<file path="src/rtl/alu_rr_arbiter.sv">
// Round-robin arbiter sharing one ALU between two requesters.
// Operands are registered into the ALU, and results are returned through a one-deep response register.
module alu_rr_arbiter #(
  parameter int WIDTH = 64,
  parameter int OP_W  = 4
) (
  input  logic             clk,
  input  logic             reset,
  input  logic [1:0]       req_valid,
  output logic [1:0]       req_ready,
  input  logic [WIDTH-1:0] req0_a,
  input  logic [WIDTH-1:0] req0_b,
  input  logic [OP_W-1:0]  req0_op,
  input  logic [WIDTH-1:0] req1_a,
  input  logic [WIDTH-1:0] req1_b,
  input  logic [OP_W-1:0]  req1_op,
  output logic [WIDTH-1:0] alu_a,
  output logic [WIDTH-1:0] alu_b,
  output logic [OP_W-1:0]  alu_op,
  input  logic [WIDTH-1:0] alu_result,
  input  logic             alu_zero,
  input  logic             alu_bge,
  output logic             rsp_valid,
  input  logic             rsp_ready,
  output logic [WIDTH-1:0] rsp_result,
  output logic             rsp_zero,
  output logic             rsp_bge,
  output logic             rsp_id,
  output logic             busy
);

  typedef enum logic [1:0] {
    IDLE,
    EXEC,
    RESP
  } state_e;

  state_e           state_q;
  logic             last_q;
  logic             id_q;
  logic [WIDTH-1:0] alu_a_q;
  logic [WIDTH-1:0] alu_b_q;
  logic [OP_W-1:0]  alu_op_q;
  logic             rsp_valid_q;
  logic [WIDTH-1:0] rsp_result_q;
  logic             rsp_zero_q;
  logic             rsp_bge_q;
  logic             rsp_id_q;

  logic win;
  logic gnt_v;
  logic gnt_id;
  logic fire;

  always_comb begin
    gnt_v  = 1'b0;
    gnt_id = 1'b0;
    unique case (1'b1)
      (req_valid == 2'b01): begin
        gnt_v  = 1'b1;
        gnt_id = 1'b0;
      end
      (req_valid == 2'b10): begin
        gnt_v  = 1'b1;
        gnt_id = 1'b1;
      end
      (req_valid == 2'b11): begin
        gnt_v  = 1'b1;
        gnt_id = ~last_q;
      end
      default: begin
        gnt_v  = 1'b0;
        gnt_id = 1'b0;
      end
    endcase
  end

  // A retiring response frees the slot in the same cycle.
  assign win  = (state_q == IDLE) ||
                ((state_q == RESP) && rsp_ready);
  assign fire = win && gnt_v;

  assign req_ready = !fire ? 2'b00 :
                     gnt_id ? 2'b10 : 2'b01;

  always_ff @(posedge clk) begin
    if (reset) begin
      state_q      <= IDLE;
      last_q       <= 1'b1;
      id_q         <= 1'b0;
      alu_a_q      <= '0;
      alu_b_q      <= '0;
      alu_op_q     <= '0;
      rsp_valid_q  <= 1'b0;
      rsp_result_q <= '0;
      rsp_zero_q   <= 1'b0;
      rsp_bge_q    <= 1'b0;
      rsp_id_q     <= 1'b0;
    end else begin
      if (fire) begin
        alu_a_q  <= gnt_id ? req1_a : req0_a;
        alu_b_q  <= gnt_id ? req1_b : req0_b;
        alu_op_q <= gnt_id ? req1_op : req0_op;
        id_q     <= gnt_id;
        last_q   <= gnt_id;
      end
      unique case (state_q)
        IDLE: begin
          if (fire) state_q <= EXEC;
        end
        EXEC: begin
          rsp_result_q <= alu_result;
          rsp_zero_q   <= alu_zero;
          rsp_bge_q    <= alu_bge;
          rsp_id_q     <= id_q;
          rsp_valid_q  <= 1'b1;
          state_q      <= RESP;
        end
        RESP: begin
          if (rsp_ready) begin
            rsp_valid_q <= 1'b0;
            state_q     <= fire ? EXEC : IDLE;
          end
        end
        default: state_q <= IDLE;
      endcase
    end
  end

  assign alu_a      = alu_a_q;
  assign alu_b      = alu_b_q;
  assign alu_op     = alu_op_q;
  assign rsp_valid  = rsp_valid_q;
  assign rsp_result = rsp_result_q;
  assign rsp_zero   = rsp_zero_q;
  assign rsp_bge    = rsp_bge_q;
  assign rsp_id     = rsp_id_q;
  assign busy       = (state_q != IDLE);

endmodule

</file>
<file path="config.mk">
export PLATFORM = sky130hd
export DESIGN_NAME = alu_rr_arbiter
export DESIGN_NICKNAME = d
export VERILOG_FILES = /design/src/rtl/alu_rr_arbiter.sv
export SDC_FILE = /design/constraint.sdc
export NUM_CORES = 1
export LEC_CHECK = 0
export CAP_MARGIN = 40
export CORE_AREA = 2 2 211 213
export DETAILED_ROUTE_END_ITERATION = 7
export DIE_AREA = 0 0 213 215
export PLACE_DENSITY = 0.59
export SYNTH_ARGS = -nofsm -noshare
export SYNTH_HDL_FRONTEND = slang
export SYNTH_SLANG_ARGS = --single-unit
export TNS_END_PERCENT = 100
</file>
<file path="constraint.sdc">
create_clock -name clk -period 1.58 [get_ports clk]
set_clock_uncertainty 0.1 [all_clocks]
set_input_delay 0.158 -clock clk [delete_from_list [all_inputs] [get_ports clk]]
set_output_delay 0.158 -clock clk [all_outputs]
set_load 0.05 [all_outputs]
</file>
-- Word level (Yosys, flattened, before mapping)
Cells that the tools add are included.
W data, S select, Z words.
- input port bits: 335
- register bits after elaboration: 204
- output and inout port bits: 203
- reductions and logical operators: 9
- equal/unequal tests: 7
- multiplexer cells: 13
- bitwise logic cells: 1
- operators with widths (kind ; count):
    $mux W64 ; 2
    $mux W2 ; 4
    $eq A2 B2 Y1 const B ; 3
    $pmux W2 S3 ; 1
    $eq A2 B1 Y1 const B ; 2
    $mux W4 ; 1
    $ne A2 B2 Y1 const B ; 2
    $pmux W1 S2 ; 2
    $reduce_and A2 Y1 ; 2
    $reduce_bool A2 Y1 ; 2
    $mux W1 ; 3
    $reduce_or A3 Y1 ; 1
    $logic_and A1 B1 Y1 ; 2
    $logic_not A2 Y1 ; 1
    $logic_or A1 B1 Y1 ; 1
    $not A1 Y1 ; 1

-- Depth between registers and ports, before layout
- depth in word-level cells: 7
- depth in mapped cells: 6

-- Worst setup path after synthesis
OpenSTA, ideal clock, no wires.
- path type: reg-to-output
- start: register state_q[0]
- end: output req_ready[1]
- slack: -104 ps
- cell stages (with the launch flop): 5
- arrival: 1426 ps
- path through: dfxtp_1 > buf_6 > nor2b_2 > nand2_1 > a21oi_1
- longest elaborated chain between the ends: 5
- elaborated cells between the ends (all ways): 6
- RTL lines (what ; RTL line ; RTL):
    start, declared ; 38 ; state_e state_q;
    start signal, assigned ; 122 ; state_q <= fire ? EXEC : IDLE;
    $eq A2 B2 Y1 ; 80 ; ((state_q == RESP) && rsp_ready);
    $logic_and A1 B1 Y1 ; 80 ;
    $logic_or A1 B1 Y1 * ; 79 ; assign win = (state_q == IDLE) ||
    $logic_and A1 B1 Y1 * ; 81 ; assign fire = win && gnt_v;
    $mux W2 * ; 83 ; assign req_ready = !fire ? 2'b00 :
    end, declared ; 10 ; output logic [1:0] req_ready,
Every way passes the cells marked *; elsewhere a longest branch is shown, timed or not.

-- Worst setup path in the final report
- start: register state_q[1]
- end: register alu_a_q[5] (netlist: alu_a[5])
- longest elaborated chain between the ends: 4
- elaborated cells between the ends (all ways): 5
- RTL lines (what ; RTL line ; RTL):
    $eq A2 B2 Y1 ; 80 ;
    $logic_and A1 B1 Y1 ; 80 ;
    $logic_or A1 B1 Y1 * ; 79 ;
    $logic_and A1 B1 Y1 * ; 81 ;
    end signal, assigned ; 101 ; alu_a_q <= gnt_id ? req1_a : req0_a;
    end, declared ; 41 ; logic [WIDTH-1:0] alu_a_q;
Marks and branches as above.
A chain may end at the register's enable or synchronous reset.

==> results.md <==
* Drt total wl at 39000 um
* Cell Area, Synth at 9090 um2
* Ranking of synthesized cells by area: dfxtp_1, inv_1, o221ai_1, o311ai_1, nand2_1
* Total power at 17.1 mW
* Syn Nets at 1405
* Sequential fraction of the synthesis area at 44.9%
* Top cell type's share of synthesized area at 44.9%
* Min-Delay Path Depth at 3
* Leakage Power at 7.16 nW
* Non-filler instance count after layout at 2191
* Worst ir drop on vdd at 0.757 mV
* Die Y at 215 um
* Die X at 213 um
* R2R cell count at 5
* R2R Setup Slk at -0.10 ns
* Nets at 1914
* Placed Cells at 2137
* Main synth FF type: dfxtp_1
* Failing checks: negative setup slack
* H-Tree Depth at 1
* Layout cell share with drive strength beyond 1 at 24.4%
* Crit path max-delay cell type: dfxtp_4
* Crit Path Max Fanout at 70
* # rows at 77
* Worst Tran Pin Value at 0.533 ns
* Final ANT Viol Nets at 0
* RR Startpoint: state_q[1]
* Final hold vios at 0
* Via-to-Cell Ratio at 4.59
* P per Cell Area at 1040 nW/um2
* Number of global-route vias before repair at 10300
* Ports at 538
* Hold Path End: rsp_result[1]
* HPWL Detailed at 27800 um
* Netlist cell types at 31
* CP endpoint kind: flip-flop
* CTS root buf: clkbuf_16
* Cell area after layout at 16400 um2
* Largest net degree at the start of global routing at 72
* Drt initial violations at 493
* Hold Startpoint: alu_result[1]
* Core Area at 43600 um2
* Buffers on Ports at 537
* Starting density of the core at 20.8%
* Startpoint Class: flip-flop
* Avg Synthesized Cell Area at 8.50 um2
* Total CTS buffers at 25
* RR Endpoint: alu_a[5]
* Max cap viols at 0
* Synth-to-Final Area Change at 80.4%
* Via count at 10100
* First-pass GRT wire length at 58000 um
* Pre-CTS setup slack at -0.383 ns
* Worst Path Arrival at 1.97 ns
* Synth Instances at 1070
* Clk Latency, worst-skew pair at 0.52 ns
* Synth warn at 0
* Clock period minus final worst setup slack at 1.68 ns
* Status: complete, but fails checks
* Max Freq at 595 MHz
* WL/cell at 17.8 um
* Residual DRC count at 0
* Post-synth ARST share at 0%
* CTS tree: yes
* Post-synth EDFFs at 0
* Overflow after GRT at 0
* Worst min path class: in2reg
* Final setup fails at 110
* Yosys reg bits at 204
* Clk sinks at 204
* RSZ-0062 raised after global routing: yes
* GRT Resource Usage Total at 15.8%
* Clock Tree Buf Depth at 3
* Initial antenna violation count at 2
* Hold Slack at 0.0749 ns
* Critical Path Max Stage Delay at 0.36 ns
* Worst Setup Slack, final at -0.101 ns
* CP required at 1.87 ns
* Relative slew margins at 64.5%
* WS Path Type: reg2reg
* First-pass DRT Iterations at 4
* Routability Congestion at 0.805
* Clk pin slew, worst setup/hold paths at 0.06 ns
* Fin util at 37.6%
* DIE AREA at 45800 um2
* Yosys top cell by area: dfxtp_1
* Placed Area at 15000 um2
* Critical path cell sequence: buf_6 > nor2b_4 > buf_12 > o311ai_1 > o221ai_1
* Final period utilization at 106%
* Final Max Slew Viols at 0
* Final setup TNS at -5.59 ns
## how the worst max path moves through the flow
| stage | start | endpoint | depth (start not counted) |
|---|---|---|---|
| floorplan | state_q[1] | alu_b[42] | 6 |
| global placement | rsp_ready | alu_a[29] | 7 |
| detailed placement | rsp_ready | alu_b[29] | 7 |
| CTS | state_q[0] | req_ready[0] | 3 |
| global route | state_q[1] | alu_b[62] | 5 |
| finish | state_q[1] | alu_a[5] | 5 |
## report_power, final
part	switching [mW]	internal, mW	total, mW
combinational	2.96	1.95	4.91
sequential	0.303	5.61	5.91
clock	2.30	3.99	6.29
total	5.56	11.6	17.1
## cells in the mapped netlist, types with 3 or more instances
master,count
buf_6,9
clkbuf_1,65
buf_1,10
buf_4,4
buf_2,22
o311ai_1,81
o311ai_2,3
nand2_1,136
nor2b_1,3
o311ai_0,48
inv_1,265
nand2b_1,3
dfxtp_1,204
o221ai_2,22
o221ai_1,110
a21oi_1,70
## cell usage in the layout, fill, tap and decap left out, types with 2 or more instances in the layout
cell / Yosys / final
nand2_1: 136 / 135
buf_12: 0 / 30
clkdlybuf4s50_1: 0 / 333
clkbuf_8: 0 / 6
a21oi_1: 70 / 69
o311ai_1: 81 / 83
diode_2: 0 / 2
clkinv_2: 0 / 4
inv_1: 265 / 264
bufinv_16: 0 / 5
clkbuf_16: 0 / 25
nand2b_4: 0 / 2
buf_4: 4 / 222
dfxtp_4: 0 / 2
o311ai_4: 0 / 6
clkbuf_1: 65 / 5
dfxtp_1: 204 / 201
buf_6: 9 / 4
o311ai_2: 3 / 43
nor2b_4: 1 / 4
o221ai_1: 110 / 110
o221ai_2: 22 / 22
## critical path, delay by kind of cell (launching register included)
kind	cells	cell delay [ns]
buffers and inverters	2	0.31
flip-flops	1	0.36
AND/OR/NAND/NOR	1	0.16
AO/OA/AOI/OAI	2	0.52
## sequential cells by signal (all words and copies together), names as in the netlist
| name | flops |
|---|---|
| alu_a | 64 |
| alu_b | 64 |
| rsp_result | 64 |
| alu_op | 4 |
| state_q | 2 |
| id_q | 1 |
| last_q | 1 |
| rsp_bge | 1 |
| rsp_id | 1 |
| rsp_valid | 1 |
| rsp_zero | 1 |
## layout make-up
class | instances | area (um2)
tap | 592 | 741
clock inverter | 9 | 170
sequential | 204 | 4090
inverter | 265 | 997
clock buffer | 36 | 727
timing repair buffer | 592 | 5690
antenna | 2 | 5.00
multi-input combinational | 491 | 3980
fill | 4337 | 27200
## cells by family after synthesis
kind of cell | count (synthesis) | share of synthesized area [%]
and+or+nand+nor | 154 | 7.07
AOI/OAI and AO/OA | 337 | 31.3
buffers and inverters | 375 | 16.7
DFF | 204 | 44.9
## what timing repair did
action | in CTS | in global routing
gates resized for setup | 76 | 38
endpoints found under the hold margin | 1 | 0
endpoints found under the setup margin | 4 | 131
gates cloned | 1 | 0
pin swaps | 11 | 0
hold buffers | 1 | 0
setup buffers | 7 | 0
## layer usage
layer  up-vias  GRT usage [%]  part of all wire [%]
met5         -              0                     0
met4         0           5.69                   2.6
met3        43           4.82                   9.4
met2       417           27.3                    49
met1      4813           18.1                    39
li1       4783              -                     -
(Power assumes the default switching activity.)
